==> src/rtl/ss_seq_if.sv <==
// ss_seq_if: save-state mapper bus plus buffer RAM port of the save-state sequencer
interface ss_seq_if;
  logic       ss_act;
  logic       ss_we;
  logic [7:0] ss_addr;
  logic [7:0] ss_dout;
  logic [7:0] ss_rdat;
  logic [7:0] mem_addr;
  logic [7:0] mem_wdat;
  logic       mem_we;
  logic [7:0] mem_rdat;
  modport master(output ss_act, ss_we, ss_addr, ss_dout, mem_addr, mem_wdat, mem_we,
                 input ss_rdat, mem_rdat);
  modport slave(input ss_act, ss_we, ss_addr, ss_dout, mem_addr, mem_wdat, mem_we,
                output ss_rdat, mem_rdat);
endinterface

==> src/rtl/ss_seq_ctrl.sv <==
// ss_seq_ctrl: save/load sequencer copying mapper registers to and from a buffer RAM
module ss_seq_ctrl #(
  parameter int REG_CNT  = 16,
  parameter int IDX_ADDR = 127,
  parameter int SETTLE   = 2,
  parameter int M2_TMO   = 1024
) (
  input  logic       clk,
  input  logic       rst,
  input  logic       m2,
  input  logic       cmd_save,
  input  logic       cmd_load,
  output logic       busy,
  output logic       done,
  output logic       err,
  output logic [1:0] err_code,
  ss_seq_if.master   bus
);
  localparam logic [3:0] IDLE = 4'd0, S_ADDR = 4'd1, S_WAIT = 4'd2, S_CAP = 4'd3,
                         L_IDX = 4'd4, L_CHK = 4'd5, L_RD = 4'd6, L_WFALL = 4'd7,
                         L_WRISE = 4'd8, L_GAP = 4'd9, DONE = 4'd10, ERR = 4'd11;
  localparam int IDX_WAIT = SETTLE > 1 ? SETTLE : 1;
  localparam int TW = $clog2(M2_TMO + 1);
  localparam logic [7:0] LAST = 8'(REG_CNT - 1);
  localparam logic [7:0] IDX = 8'(IDX_ADDR);
  localparam logic [15:0] SW = 16'(SETTLE - 1);
  localparam logic [15:0] IW = 16'(IDX_WAIT - 1);
  localparam logic [TW-1:0] TMAX = TW'(M2_TMO - 1);
  logic [3:0]    state;
  logic [7:0]    addr;
  logic [7:0]    dout;
  logic [15:0]   cnt;
  logic [TW-1:0] tmo;
  logic [2:0]    m2_s;
  logic          m2_fall;
  logic          m2_rise;
  logic          tmo_hit;
  assign m2_fall = m2_s[2] & ~m2_s[1];
  assign m2_rise = ~m2_s[2] & m2_s[1];
  assign tmo_hit = tmo == TMAX;
  assign busy = !(state inside {IDLE, DONE, ERR});
  assign done = state == DONE;
  assign err = state == ERR;
  assign bus.ss_act = busy;
  assign bus.ss_we = state inside {L_WFALL, L_WRISE};
  assign bus.ss_addr = addr;
  assign bus.ss_dout = dout;
  assign bus.mem_addr = addr;
  assign bus.mem_we = state == S_CAP;
  assign bus.mem_wdat = bus.mem_we ? bus.ss_rdat : 8'h00;
  always_ff @(posedge clk or posedge rst) begin
    if (rst) begin
      state <= IDLE;
      addr <= 8'h00;
      dout <= 8'h00;
      cnt <= 16'h0000;
      tmo <= '0;
      m2_s <= 3'b000;
      err_code <= 2'b00;
    end else begin
      m2_s <= {m2_s[1:0], m2};
      case (state)
        IDLE: begin
          if (cmd_save || cmd_load) begin
            state <= cmd_save ? S_ADDR : L_IDX;
            addr <= cmd_save ? 8'h00 : IDX;
            cnt <= 16'h0000;
            err_code <= 2'b00;
          end
        end
        S_ADDR: begin
          cnt <= 16'h0000;
          state <= S_WAIT;
        end
        S_WAIT: begin
          if (cnt == SW) state <= S_CAP;
          else cnt <= cnt + 16'd1;
        end
        S_CAP: begin
          state <= addr == IDX ? DONE : S_ADDR;
          addr <= addr == LAST ? IDX : addr + 8'd1;
        end
        L_IDX: begin
          if (cnt == IW) state <= L_CHK;
          else cnt <= cnt + 16'd1;
        end
        L_CHK: begin
          if (bus.mem_rdat != bus.ss_rdat) begin
            state <= ERR;
            err_code <= 2'b01;
          end else begin
            state <= L_RD;
            addr <= 8'h00;
            cnt <= 16'h0000;
          end
        end
        L_RD: begin
          if (cnt == 16'd1) begin
            dout <= bus.mem_rdat;
            tmo <= '0;
            state <= L_WFALL;
          end else cnt <= cnt + 16'd1;
        end
        L_WFALL, L_WRISE: begin
          if (state == L_WFALL ? m2_fall : m2_rise) begin
            tmo <= '0;
            state <= state == L_WFALL ? L_WRISE : L_GAP;
          end else if (tmo_hit) begin
            state <= ERR;
            err_code <= 2'b10;
          end else tmo <= tmo + TW'(1);
        end
        L_GAP: begin
          cnt <= 16'h0000;
          state <= addr == LAST ? DONE : L_RD;
          addr <= addr == LAST ? addr : addr + 8'd1;
        end
        default: state <= IDLE;
      endcase
    end
  end
endmodule

==> src/flat_wrapper.sv <==
// flat-port wrapper written by rule: the top's interface ports become plain ports
module ss_seq_ctrl_flat 
#(
  parameter int REG_CNT  = 16,
  parameter int IDX_ADDR = 127,
  parameter int SETTLE   = 2,
  parameter int M2_TMO   = 1024
)
  (clk, rst, m2, cmd_save, cmd_load, busy, done, err, err_code, bus_ss_act, bus_ss_we, bus_ss_addr, bus_ss_dout, bus_mem_addr, bus_mem_wdat, bus_mem_we, bus_ss_rdat, bus_mem_rdat);
  ss_seq_if bus_i ();
  input  logic clk;
  input  logic rst;
  input  logic m2;
  input  logic cmd_save;
  input  logic cmd_load;
  output logic busy;
  output logic done;
  output logic err;
  output logic [1:0] err_code;
  output wire logic [$bits(bus_i.ss_act)-1:0] bus_ss_act;
  output wire logic [$bits(bus_i.ss_we)-1:0] bus_ss_we;
  output wire logic [$bits(bus_i.ss_addr)-1:0] bus_ss_addr;
  output wire logic [$bits(bus_i.ss_dout)-1:0] bus_ss_dout;
  output wire logic [$bits(bus_i.mem_addr)-1:0] bus_mem_addr;
  output wire logic [$bits(bus_i.mem_wdat)-1:0] bus_mem_wdat;
  output wire logic [$bits(bus_i.mem_we)-1:0] bus_mem_we;
  input wire logic [$bits(bus_i.ss_rdat)-1:0] bus_ss_rdat;
  input wire logic [$bits(bus_i.mem_rdat)-1:0] bus_mem_rdat;
  assign bus_ss_act = bus_i.ss_act;
  assign bus_ss_we = bus_i.ss_we;
  assign bus_ss_addr = bus_i.ss_addr;
  assign bus_ss_dout = bus_i.ss_dout;
  assign bus_mem_addr = bus_i.mem_addr;
  assign bus_mem_wdat = bus_i.mem_wdat;
  assign bus_mem_we = bus_i.mem_we;
  assign bus_i.ss_rdat = bus_ss_rdat;
  assign bus_i.mem_rdat = bus_mem_rdat;
  ss_seq_ctrl #(.REG_CNT(REG_CNT), .IDX_ADDR(IDX_ADDR), .SETTLE(SETTLE), .M2_TMO(M2_TMO)) u_core (.clk(clk), .rst(rst), .m2(m2), .cmd_save(cmd_save), .cmd_load(cmd_load), .busy(busy), .done(done), .err(err), .err_code(err_code), .bus(bus_i));
endmodule
==> config.mk <==
export PLATFORM = sky130hd
export DESIGN_NAME = ss_seq_ctrl_flat
export DESIGN_NICKNAME = d
export VERILOG_FILES = /design/src/rtl/ss_seq_if.sv /design/src/rtl/ss_seq_ctrl.sv /design/src/flat_wrapper.sv
export SDC_FILE = /design/constraint.sdc
export NUM_CORES = 1
export LEC_CHECK = 0
export ABC_AREA = 1
export ABC_CLOCK_PERIOD_IN_PS = 1800
export CAP_MARGIN = 40
export CORE_MARGIN = 2
export CORE_UTILIZATION = 39
export DETAILED_ROUTE_END_ITERATION = 8
export DONT_BUFFER_PORTS = 1
export GPL_TIMING_DRIVEN = 0
export PLACE_DENSITY = 0.62
export SETUP_SLACK_MARGIN = 0.05
export SLEW_MARGIN = 30
export SYNTH_ARGS = -nofsm -noshare
export SYNTH_HDL_FRONTEND = slang
export SYNTH_SLANG_ARGS = --single-unit
==> constraint.sdc <==
create_clock -name clk -period 1.8 [get_ports clk]
set_clock_uncertainty 0.15 [all_clocks]
set_input_delay 0.09 -clock clk [delete_from_list [all_inputs] [get_ports clk]]
set_output_delay 0.09 -clock clk [all_outputs]
set_load 0.02 [all_outputs]
==> reports/qor.txt <==
Status: complete, but fails checks
Failing checks: setup timing
Buf+Inv Stages, Crit Path: 1
First-pass GRT wire length: 15,730 µm
R2r endpoint: u_core.bus.mem_addr[7]
Util after Layout: 52.36%
Post-synthesis mux area share: 0.9464%
TritonCTS clock tree: yes
Final Hold Viols: 0
Clock sink count: 52
Worst hold path type: in -> reg
Top cell type's share of synthesized area: 36.45%
Post-synth top cells: nand2_1, nor2_1, inv_1
Total wire length: 9511 µm
Post-Synthesis Cells: 537
Drt first pass iters: 4
Number of H-tree levels: 2
Layout cells sized above 1: 27.84%
Mapped Avg Cell Area: 6.647 µm²
Vias/cell: 5.164
Post-placement cell count: 646
Chip Height: 99.67 µm
Family with the most delay on the worst path: simple AND/OR/NAND/NOR gates
Ys async rst share: 100.0%
Slew HR: 71.02%
Finish-stage setup viols: 12
Synth Area in Compound Gates: 4.872%
Post-synthesis net count: 562
Root buffer cell: clkbuf_8
P_leak: 0.002327 µW
Adder-Cell Fraction of Synth Area: 1.402%
CP Launch Type: flip-flop
Critical Path RT: 1.85 ns
Area leader, netlist: dfrtp_1
Worst hold slack: 0.1074 ns
Standard-cell row count: 34
Nets: 613
Die width: 99.67 µm
FF/Latch Area: 1320 µm²
Largest family of logic cells by synthesized area: simple AND/OR/NAND/NOR gates
Wire per inst: 13.65 µm
Post-route setup slack: -0.03702 ns
Io pins: 61
Critical path class: reg -> reg
Least-Margin Pin Slew: 0.4330 ns
Final Instance Count excl. Fillers: 697
RD Place Congestion: 0.9641
XOR/XNOR share of the synthesized area: 2.454%
Total GRT Usage: 19.04%
Worst path depth: 8
Pre-CTS WS: -0.2419 ns
Maximum vdd ir drop: 871.4 µV
Number of enable flip-flop cells after synthesis: 0
Reg2reg path depth: 8
Filler Cells Inserted: 809
Routed Antenna Nets: 0
Hold Path Stages: 5
P&R area growth vs syn: 29.16%
Port Buffer Count: 0
Max Root-Sink Buffers: 2
Hold worst-path end: u_core.state[1]
Max cap viols: 0
Drt first-iter violations: 192
Final critical-path required period: 1.837 ns
Vias in the first global route: 3,455
Synth area leaders: dfrtp_1, nand2_1, nand3_1
Critical-path maximum fanout: 8
Max Fclk: 544.4 MHz
Distinct cells, synth: 33
Part of the Yosys area used for sequential elements: 36.45%
Slew Limit Fails: 0
Die area: 9934 µm²
Unrepaired setup endpoints after global routing: yes
Initial antenna violation count: 0
Clock slew at reported path FFs: 0.10 ns
Cts bufs inserted: 5
Crit end category: flip-flop
Worst-Skew Late Latency: 0.31 ns
Hold_sp: cmd_load
Worst R2R Setup Slack: -0.04 ns
Final Cycle Share: 102.1%
Most frequent cell after synthesis: nand2_1
Reg-to-reg startpoint: u_core.state[0]
Simple-Gate Fraction of Synth Area: 43.95%
Post-DP HPWL: 6298 µm
CP most frequent cell: nand2_1
Area of the multi-input gates: 2201 µm²
DRC Markers: 0
Critical path cell sequence: nor2_2, nand2_1, inv_2, nor2_4, a21oi_4, nand3_4, nand2_2, nand2_1
CP max-delay cell: dfrtp_2
Core Region: 8806 µm²
Crit path DAT: 1.88 ns
Initial Util: 40.54%
Flop and latch count out of synthesis: 52
Main flop type after synthesis: dfrtp_1
Via count: 3,599
Post-Syn Area: 3570 µm²
Ant. Diodes: 0
Total gr overflow: 0
Largest net degree at the start of global routing: 48
Slowest stage delay, CP: 0.50 ns
Pwr/cell area: 1397 nW/µm²
Synth warn: 0
-- how the worst max path moves through the flow --
stage / start / endpoint / slack (ns)
after global routing: u_core.state[0] / u_core.bus.mem_addr[7] / -0.13
after detailed placement: u_core.tmo[0] / u_core.state[3] / -0.24
after CTS: u_core.bus.mem_addr[0] / u_core.bus.mem_addr[3] / 0.03
final: u_core.state[0] / u_core.bus.mem_addr[7] / -0.04
after floorplan: u_core.bus.mem_addr[0] / u_core.bus.mem_addr[6] / 0.06
after global placement: rst / u_core.bus.mem_addr[1] / -0.57
-- power by group --
group	switching (µW)	leakage (µW)	internal, µW	total (µW)
Clock	414	0.0000784	695	1110
Combinational	1940	0.00160	1300	3250
Sequential	620	0.000653	1470	2090
-- cell usage in the layout, fill, tap and decap left out, types with 4 or more instances in the layout --
cell type and count:
nand2_1 177, inv_1 52, nand3_1 42, nor2_1 41, buf_4 37, dfrtp_1 37, nand4_1 24, nand2_2 18
nor2_4 15, nor2_2 15, dfrtp_2 15, o21ai_0 13, dlygate4sd3_1 12, inv_2 9, xnor2_1 8, nand2_4 8
buf_6 7, nand3_2 6, nor3_1 5, clkbuf_8 5, or2_2 4
-- flip-flops by register name (all words and copies together) (netlist names) --
name and count:
u_core.bus.mem_addr 8, u_core.bus.ss_dout 8, u_core.m2_s 3, u_core.err_code 2
u_core.tmo 11, u_core.state 4, u_core.cnt 16
-- timing repair --
action	CTS	global route
setup buffers	16	14
pin swaps	12	22
setup endpoints to repair	59	56
hold buffers	12	0
cloned	1	1
resized for setup	45	71
hold endpoints to repair	62	0
-- final cells by class --
type | count | share of cell area [%]
Multi-Input combinational cell | 405 | 47.73
Timing Repair Buffer | 45 | 9.009
Sequential cell | 52 | 28.63
Buffer | 16 | 3.012
Tap cell | 108 | 2.931
Clock inverter | 3 | 1.954
Clock buffer | 5 | 1.493
Inverter | 63 | 5.237
-- worst register-to-register path, delay by kind of cell, from the launching register on --
| kind | cells | cell delay (ns) |
|---|---|---|
| compound gates | 1 | 0.23 |
| simple gates | 6 | 0.71 |
| buf+inv | 1 | 0.13 |
| flops | 1 | 0.50 |
-- cells by family after synthesis --
| group | Yosys count |
|---|---|
| mux | 3 |
| buf+inv | 80 |
| fa+ha+maj | 4 |
| simple gates | 359 |
| xor+xnor | 10 |
| flops | 52 |
| compound gates | 29 |
-- stage by stage --
stage | setup TNS [ns] | area (µm²) | power (µW)
2_1_floorplan | 0 | 3577 | 3901
3_3_place_gp | -26.48 | 3712 | 4384
3_5_place_dp | -5.457 | 3742 | 4427
4_1_cts | 0 | 4298 | 5980
5_1_grt | -2.387 | 4611 | 6910
6_report | -0.2384 | 4611 | 6440
-- per-layer routing --
layer | global-route usage (%) | vias to the layer above | share of wire [%]
met2 | 32.33 | 91 | 48
met4 | 4.742 | 0 | 1.5
met3 | 3.795 | 16 | 4.9
li1 | - | 1794 | -
met1 | 24.97 | 1698 | 45
met5 | 0 | - | 0
Note: power is estimated with default switching activity, not from simulation.
